==> src/rtl/alu_defs_pkg.sv <==
// Shared ALU definitions: control codes, muldiv op codes
// and sequencer state encodings.
package alu_defs;

    localparam logic [3:0] ALU_AND    = 4'b0000;
    localparam logic [3:0] ALU_OR     = 4'b0001;
    localparam logic [3:0] ALU_SUB_AB = 4'b0010;
    localparam logic [3:0] ALU_SUB_BA = 4'b0011;
    localparam logic [3:0] ALU_ADD    = 4'b0100;

    typedef enum logic [1:0] {
        OP_MUL   = 2'b00,
        OP_MULHU = 2'b01,
        OP_DIVU  = 2'b10,
        OP_REMU  = 2'b11
    } op_e;

    typedef enum logic [1:0] {
        S_IDLE = 2'b00,
        S_MUL  = 2'b01,
        S_DIV  = 2'b10,
        S_DONE = 2'b11
    } state_e;

endpackage

==> src/rtl/alu_muldiv_seq.sv <==
// Iterative unsigned MUL/MULHU/DIVU/REMU sequencer that
// borrows the core ALU for one add/sub step per cycle.
module alu_muldiv_seq
    import alu_defs::*;
#(
    parameter int WIDTH = 32
) (
    input  logic             clk,
    input  logic             rst_n,
    input  logic             start,
    input  logic [1:0]       op,
    input  logic [WIDTH-1:0] src_a,
    input  logic [WIDTH-1:0] src_b,
    output logic             busy,
    output logic             done,
    output logic [WIDTH-1:0] result,
    output logic [3:0]       alu_control,
    output logic [WIDTH-1:0] alu_a,
    output logic [WIDTH-1:0] alu_b,
    input  logic [WIDTH-1:0] alu_out,
    input  logic             alu_co
);

    localparam int CW = $clog2(WIDTH);

    state_e           state;
    state_e           state_d;
    logic [WIDTH-1:0] hi;
    logic [WIDTH-1:0] lo;
    logic [WIDTH-1:0] hi_d;
    logic [WIDTH-1:0] lo_d;
    logic [WIDTH-1:0] opnd;
    logic [CW-1:0]    count;
    logic [1:0]       op_q;
    logic [WIDTH-1:0] sh;
    logic             take;
    logic             last;
    logic             iter;

    assign sh   = {hi[WIDTH-2:0], lo[WIDTH-1]};
    assign take = hi[WIDTH-1] | alu_co;
    assign last = (count == CW'(WIDTH - 1));
    assign iter = (state == S_MUL) || (state == S_DIV);
    assign busy = (state != S_IDLE);
    assign done = (state == S_DONE);

    // State register.
    always_ff @(posedge clk or negedge rst_n) begin
        if (!rst_n) begin
            state <= S_IDLE;
        end else begin
            state <= state_d;
        end
    end

    // Next state, ALU bus drive and per-iteration hi/lo update.
    always_comb begin
        state_d     = state;
        alu_control = ALU_AND;
        alu_a       = '0;
        alu_b       = '0;
        hi_d        = hi;
        lo_d        = lo;
        unique case (state)
            S_IDLE: begin
                if (start) begin
                    state_d = op[1] ? S_DIV : S_MUL;
                end
            end
            S_MUL: begin
                alu_control  = ALU_ADD;
                alu_a        = hi;
                alu_b        = lo[0] ? opnd : '0;
                {hi_d, lo_d} = {alu_co, alu_out, lo[WIDTH-1:1]};
                if (last) begin
                    state_d = S_DONE;
                end
            end
            S_DIV: begin
                alu_control = ALU_SUB_AB;
                alu_a       = sh;
                alu_b       = opnd;
                hi_d        = take ? alu_out : sh;
                lo_d        = {lo[WIDTH-2:0], take};
                if (last) begin
                    state_d = S_DONE;
                end
            end
            S_DONE: begin
                state_d = S_IDLE;
            end
            default: begin
                state_d = S_IDLE;
            end
        endcase
    end

    // Operand latch on accept, iteration registers and result load.
    always_ff @(posedge clk or negedge rst_n) begin
        if (!rst_n) begin
            hi     <= '0;
            lo     <= '0;
            opnd   <= '0;
            count  <= '0;
            op_q   <= '0;
            result <= '0;
        end else if (state == S_IDLE && start) begin
            op_q  <= op;
            count <= '0;
            hi    <= '0;
            lo    <= op[1] ? src_a : src_b;
            opnd  <= op[1] ? src_b : src_a;
        end else if (iter) begin
            hi    <= hi_d;
            lo    <= lo_d;
            count <= count + 1'b1;
            if (last) begin
                result <= op_q[0] ? hi_d : lo_d;
            end
        end
    end

endmodule

==> config.mk <==
export PLATFORM = sky130hd
export DESIGN_NAME = alu_muldiv_seq
export DESIGN_NICKNAME = d
export VERILOG_FILES = /design/src/rtl/alu_defs_pkg.sv /design/src/rtl/alu_muldiv_seq.sv
export SDC_FILE = /design/constraint.sdc
export NUM_CORES = 1
export LEC_CHECK = 0
export CAP_MARGIN = 10
export CORE_MARGIN = 8
export CORE_UTILIZATION = 40
export CTS_CLUSTER_DIAMETER = 120
export DETAILED_ROUTE_END_ITERATION = 16
export GPL_TIMING_DRIVEN = 0
export PLACE_DENSITY_LB_ADDON = 0.3
export RECOVER_POWER = 100
export SLEW_MARGIN = 10
export SYNTH_ARGS = -nofsm -noshare
export SYNTH_HDL_FRONTEND = slang
export SYNTH_SLANG_ARGS = --single-unit
==> constraint.sdc <==
create_clock -name clk -period 2.6 [get_ports clk]
set_clock_uncertainty 0.1 [all_clocks]
set_input_delay 0.39 -clock clk [delete_from_list [all_inputs] [get_ports clk]]
set_output_delay 0.39 -clock clk [all_outputs]
set_load 0.005 [all_outputs]
# Word-level counts from Yosys, hierarchy flattened
# Index checks and enable logic that the tools add are counted.
# word_totals
reg_bits	136
inputBits	102
output_inout_bits	102
wordCells	44
# classes
addsub	1
eq_ne	6
n_mux	20
n_bitwise	2
n_reduce_logical	8
# ops
operator	n
2-to-1 mux 32 bit	9
one-hot mux 32 bit (2 select lines)	4
2-to-1 mux 5 bit	2
2-to-1 mux 2 bit	3
one-hot mux 2 bit (3 select lines)	1
one-hot mux 3 bit (2 select lines)	1
adder 5 x 1 -> 5 bit, second input constant	1
== test 5 bit, second input constant	1
== test 2 bit, second input constant	2
nonzero test 2 bit	2
AND reduction 3 bit	1
== test 2 x 1 -> 1 bit, second input constant	1
logical NOT 2 bit	1
!= test 2 x 1 -> 1 bit, second input constant	1
!= test 2 bit, second input constant	1
AND reduction 2 bit	1
OR reduction 2 bit	1
logical AND 1 bit	1
logical OR 1 bit	1
inverter 1 bit	1
OR 1 bit	1

# Longest topological paths before layout
# logic_depth
depth_word	5
depth_mapped	8
depth_no_buf	5

# Worst setup path after synthesis
# No wires, ideal clock.
# synth_timing
path_type	flip-flop to output port
start	register state[0]
end	output port alu_b[0]
arrival_ns	1.591
required_time_ns	2.110
slack_ns	0.519
stages_incl_launch_ff	9
n_path_buf	3
cell_sequence	dfrtp_1 -> inv_1 -> ha_1 -> buf_6 -> buf_12 -> a21oi_1 -> nor2_1 -> buf_2 -> and2_1
# synth_via
elab_chain_len	2
elab_cells_between_ends	3
classes_between	2 x eq/ne; 1 x mux
# synth_lines
item	line	rtl
start, declared	alu_muldiv_seq.sv:26	state_e state;
start signal, assigned	alu_muldiv_seq.sv:52	state <= state_d;
== test 2 bit / == test 2 x 1 -> 1 bit (equally long branches)	alu_muldiv_seq.sv:64	unique case (state)
one-hot mux 32 bit (2 select lines) *	alu_muldiv_seq.sv:64	
end, declared	alu_muldiv_seq.sv:19	output logic [WIDTH-1:0] alu_b,
# Mark *: on every way between the ends. The rest lies on a longest branch, timed or not.

# Worst setup path in the final report
# layout_timing
start	register state[0]
end	output port alu_b[6]
# The elaborated chain is that of the path after synthesis.

==> metrics.txt <==
H-tree depth=4; R2R depth=9; clock root buffer=clkbuf_16; Max VDD drop=0.573 mV; Post-DP Area=11400 µm²; via count=9183; first-pass GRT wire length=52100 µm; fin nets=between 1000 and 1500; slowest stage cell, crit path=dfrtp_1; Clock power frac=0.164; Reg power frac=0.231; layout cells sized above 1=0.173; async set-or-reset flop fraction in the synthesized netlist=1.00; Initial Utilization=0.403; antenna violations before repair=1; total wire length=33500 µm; # rows=55; pwr dens=roughly 1300 nW/µm²; Worst EP required=about 2.1 ns; P_leak=5.46 nW; CTS tree=yes; r2r endpoint=result[24]; Worst Path Arrival=2.09 ns; Crit. Startpoint=state[0]; crit path max fanout=6; post-layout util=0.553; Worst Hold Depth=3; ys flop type=dfrtp_1; Mean Syn Cell Area=9.33 µm²; Yosys warning count=0; HPWL Detailed=~25000 µm; Post-Layout Cell Count=1506; internal reg-to-reg setup slack=between 0.1 and 0.15 ns; min Tclk post-route=2.58 ns; Final WS setup=0.0195 ns; critical path, cell by cell=buf_4 -> ha_2 -> buf_6 -> a21oi_4 -> nor2_4 -> buf_12 -> buf_6 -> and2_1 -> clkdlybuf4s15_2; die height=approximately 170 µm; largest net degree at the start of global routing=72; total power draw=16.6 mW; FF-to-FF Start=state[0]; Via-to-Cell Ratio=6.10; Seq/Total Area, Yosys=0.376; CTS Sinks=136; iteration count of the initial detailed-routing pass=7; Synth Register Bits=between 100 and 150; Antenna Nets Post-Route=0; deepest clock path buffer count=2; max-slew violations=66; Final Instance Area=12400 µm²; Syn Inst Count=969; Routed WL per cell=22.3 µm; highest-count cells in the layout ignoring fill and taps=dfrtp_1, nor2_1, clkdlybuf4s50_1; I/O pins=204; Netlist Area Pre-Place=9040 µm²; Clock transition at path regs=0.06 ns; sw power=around 7.6 mW; Fmax=about 390 MHz; Final Hold Fails=0; gr usage total=0.236; RD Place Congestion=0.954; Die ar.=27700 µm²; post-placement cell count=1455; TritonCTS Buffers=17; P_int=8.98 mW; grt ovf=0; worst-skew pair later-pin latency=approximately 0.43 ns; EDFF count, synth=0; Core ar.=22400 µm²; DRC=0; failing checks=max-capacitance violations, max-slew violations; initial DRC count=730; final worst path period share=0.993; Critical Path Most Common Cell=buf_6; ANT cells=0; worst min-delay path class=input pin to register; Worst Hold End=opnd[31]; RSZ-0062 raised after global routing=true; power share of the combinational group=0.604; Area Overhead vs Synth=37.2%; Sw Share=0.458; Die Span X=around 170 µm; Worst-Margin Slew=1.76 ns; crit path capture type=output port; Startpoint Class=register; headroom to the max-slew limit=-0.174; status=finished with violations; Synth cell types=42; endpoints failing setup=0; kind of critical path=register to output port; worst slack at placement=-0.499 ns; vias in the first global route=9304; most common cell after layout, fill and taps aside=dfrtp_1; CP peak stage delay=0.41 ns; port bufs=199; Layout fillers=2025; Worst Min Path Start=op[1]; maxcap violations=1
## worst max-delay path by stage
| stage | slack [ns] | end | cells past startpoint |
|---|---|---|---|
| global placement | -4.61 | opnd[7] | 1 |
| global route | -0.03 | alu_b[6] | 9 |
| CTS | -0.05 | alu_a[19] | 8 |
| detailed placement | -0.50 | alu_a[4] | 8 |
| floorplan | 0.52 | alu_b[0] | 8 |
| finish | 0.02 | alu_b[6] | 9 |
## metal layers
layer	routed length, µm	up-vias	GRT usage
met4	905	2	0.0866
met2	15700	512	0.379
met3	3070	74	0.0680
met5	13	-	0
met1	13900	4422	0.297
li1	-	4173	-
## cells in the mapped netlist (2+ instances only)
master,n,area [µm²]
a22oi_1,63,473
a311o_1,2,20.0
a211o_1,31,272
xor2_1,2,17.5
o211ai_1,21,158
a41oi_1,21,184
o21a_1,2,15.0
mux2i_1,68,681
buf_6,8,90.1
o211ai_2,9,113
buf_12,2,40.0
inv_1,3,11.3
buf_4,10,75.1
nand4bb_1,31,349
ha_1,9,113
a21oi_1,2,10.0
o2111ai_1,31,272
and2_1,32,200
clkbuf_1,49,184
nand2_1,71,267
nor2_1,134,503
buf_2,43,215
o21ai_0,96,480
a41oi_2,10,163
a41o_1,31,310
buf_1,5,18.8
dfrtp_1,136,3400
a31oi_1,2,12.5
and3_1,2,12.5
o22a_1,31,272
## sequential cells by signal, summed over array words and instances (netlist names)
| signal | count |
|---|---|
| opnd | 32 |
| state | 2 |
| lo | 32 |
| op_q | 1 |
| count | 5 |
| result | 32 |
| hi | 32 |
## final cells by class
type	instances	area (µm²)	share of cell area
Clock inverter	14	221	0.0179
Buffer	113	751	0.0605
Timing Repair Buffer	223	2050	0.165
Tap cell	285	357	0.0288
Inverter	4	27.5	0.00222
Multi-Input combinational cell	713	5170	0.417
Clock buffer	18	429	0.0346
Sequential cell	136	3400	0.274
## cell families (layout without fill, tap and decap cells)
family,count (synthesis),in the layout,synth area share
AO/OA/AOI/OAI,359,359,0.313
flip-flops,136,136,0.376
other,1,2,0.000415
adder cells (fa/ha/maj),9,9,0.0125
AND/OR/NAND/NOR,272,272,0.149
multiplexers,68,68,0.0753
XOR/XNOR,3,3,0.00291
buffers and inverters,121,372,0.0706
## power groups by stage
stage          Clock [mW]  Sequential [mW]  Combinational [mW]
2_1_floorplan           0             3.54                6.02
3_3_place_gp            0             3.75                8.95
3_5_place_dp            0             3.77                9.11
4_1_cts              2.73             3.79                9.88
5_1_grt              2.82             3.92                10.8
6_report             2.72             3.84                10.0
## critical path: cells and delay by family (launching register included)
family | cells | cell delay [ns]
AND/OR/NAND/NOR | 2 | 0.20
adder cells (fa/ha/maj) | 1 | 0.17
AO/OA/AOI/OAI | 1 | 0.14
buffers and inverters | 5 | 0.74
flip-flops | 1 | 0.41
## timing repair
action	CTS	global route
endpoints found under the setup margin	64	38
hold endpoints to repair	65	0
gates resized for setup	227	40
gates cloned	4	0
hold buffers	1	0
pin swaps	8	14
setup buffers	16	2
## through the flow
stage / hold WS (ns) / setup TNS (ns)
after floorplan: -0.00559 / 0
after global placement: 0.352 / -651.15
after detailed placement: 0.345 / -26.09
after CTS: 0.338 / -0.135
after global routing: 0.356 / -0.0876
final: 0.336 / 0
Note: power is estimated with default switching activity, not from simulation.
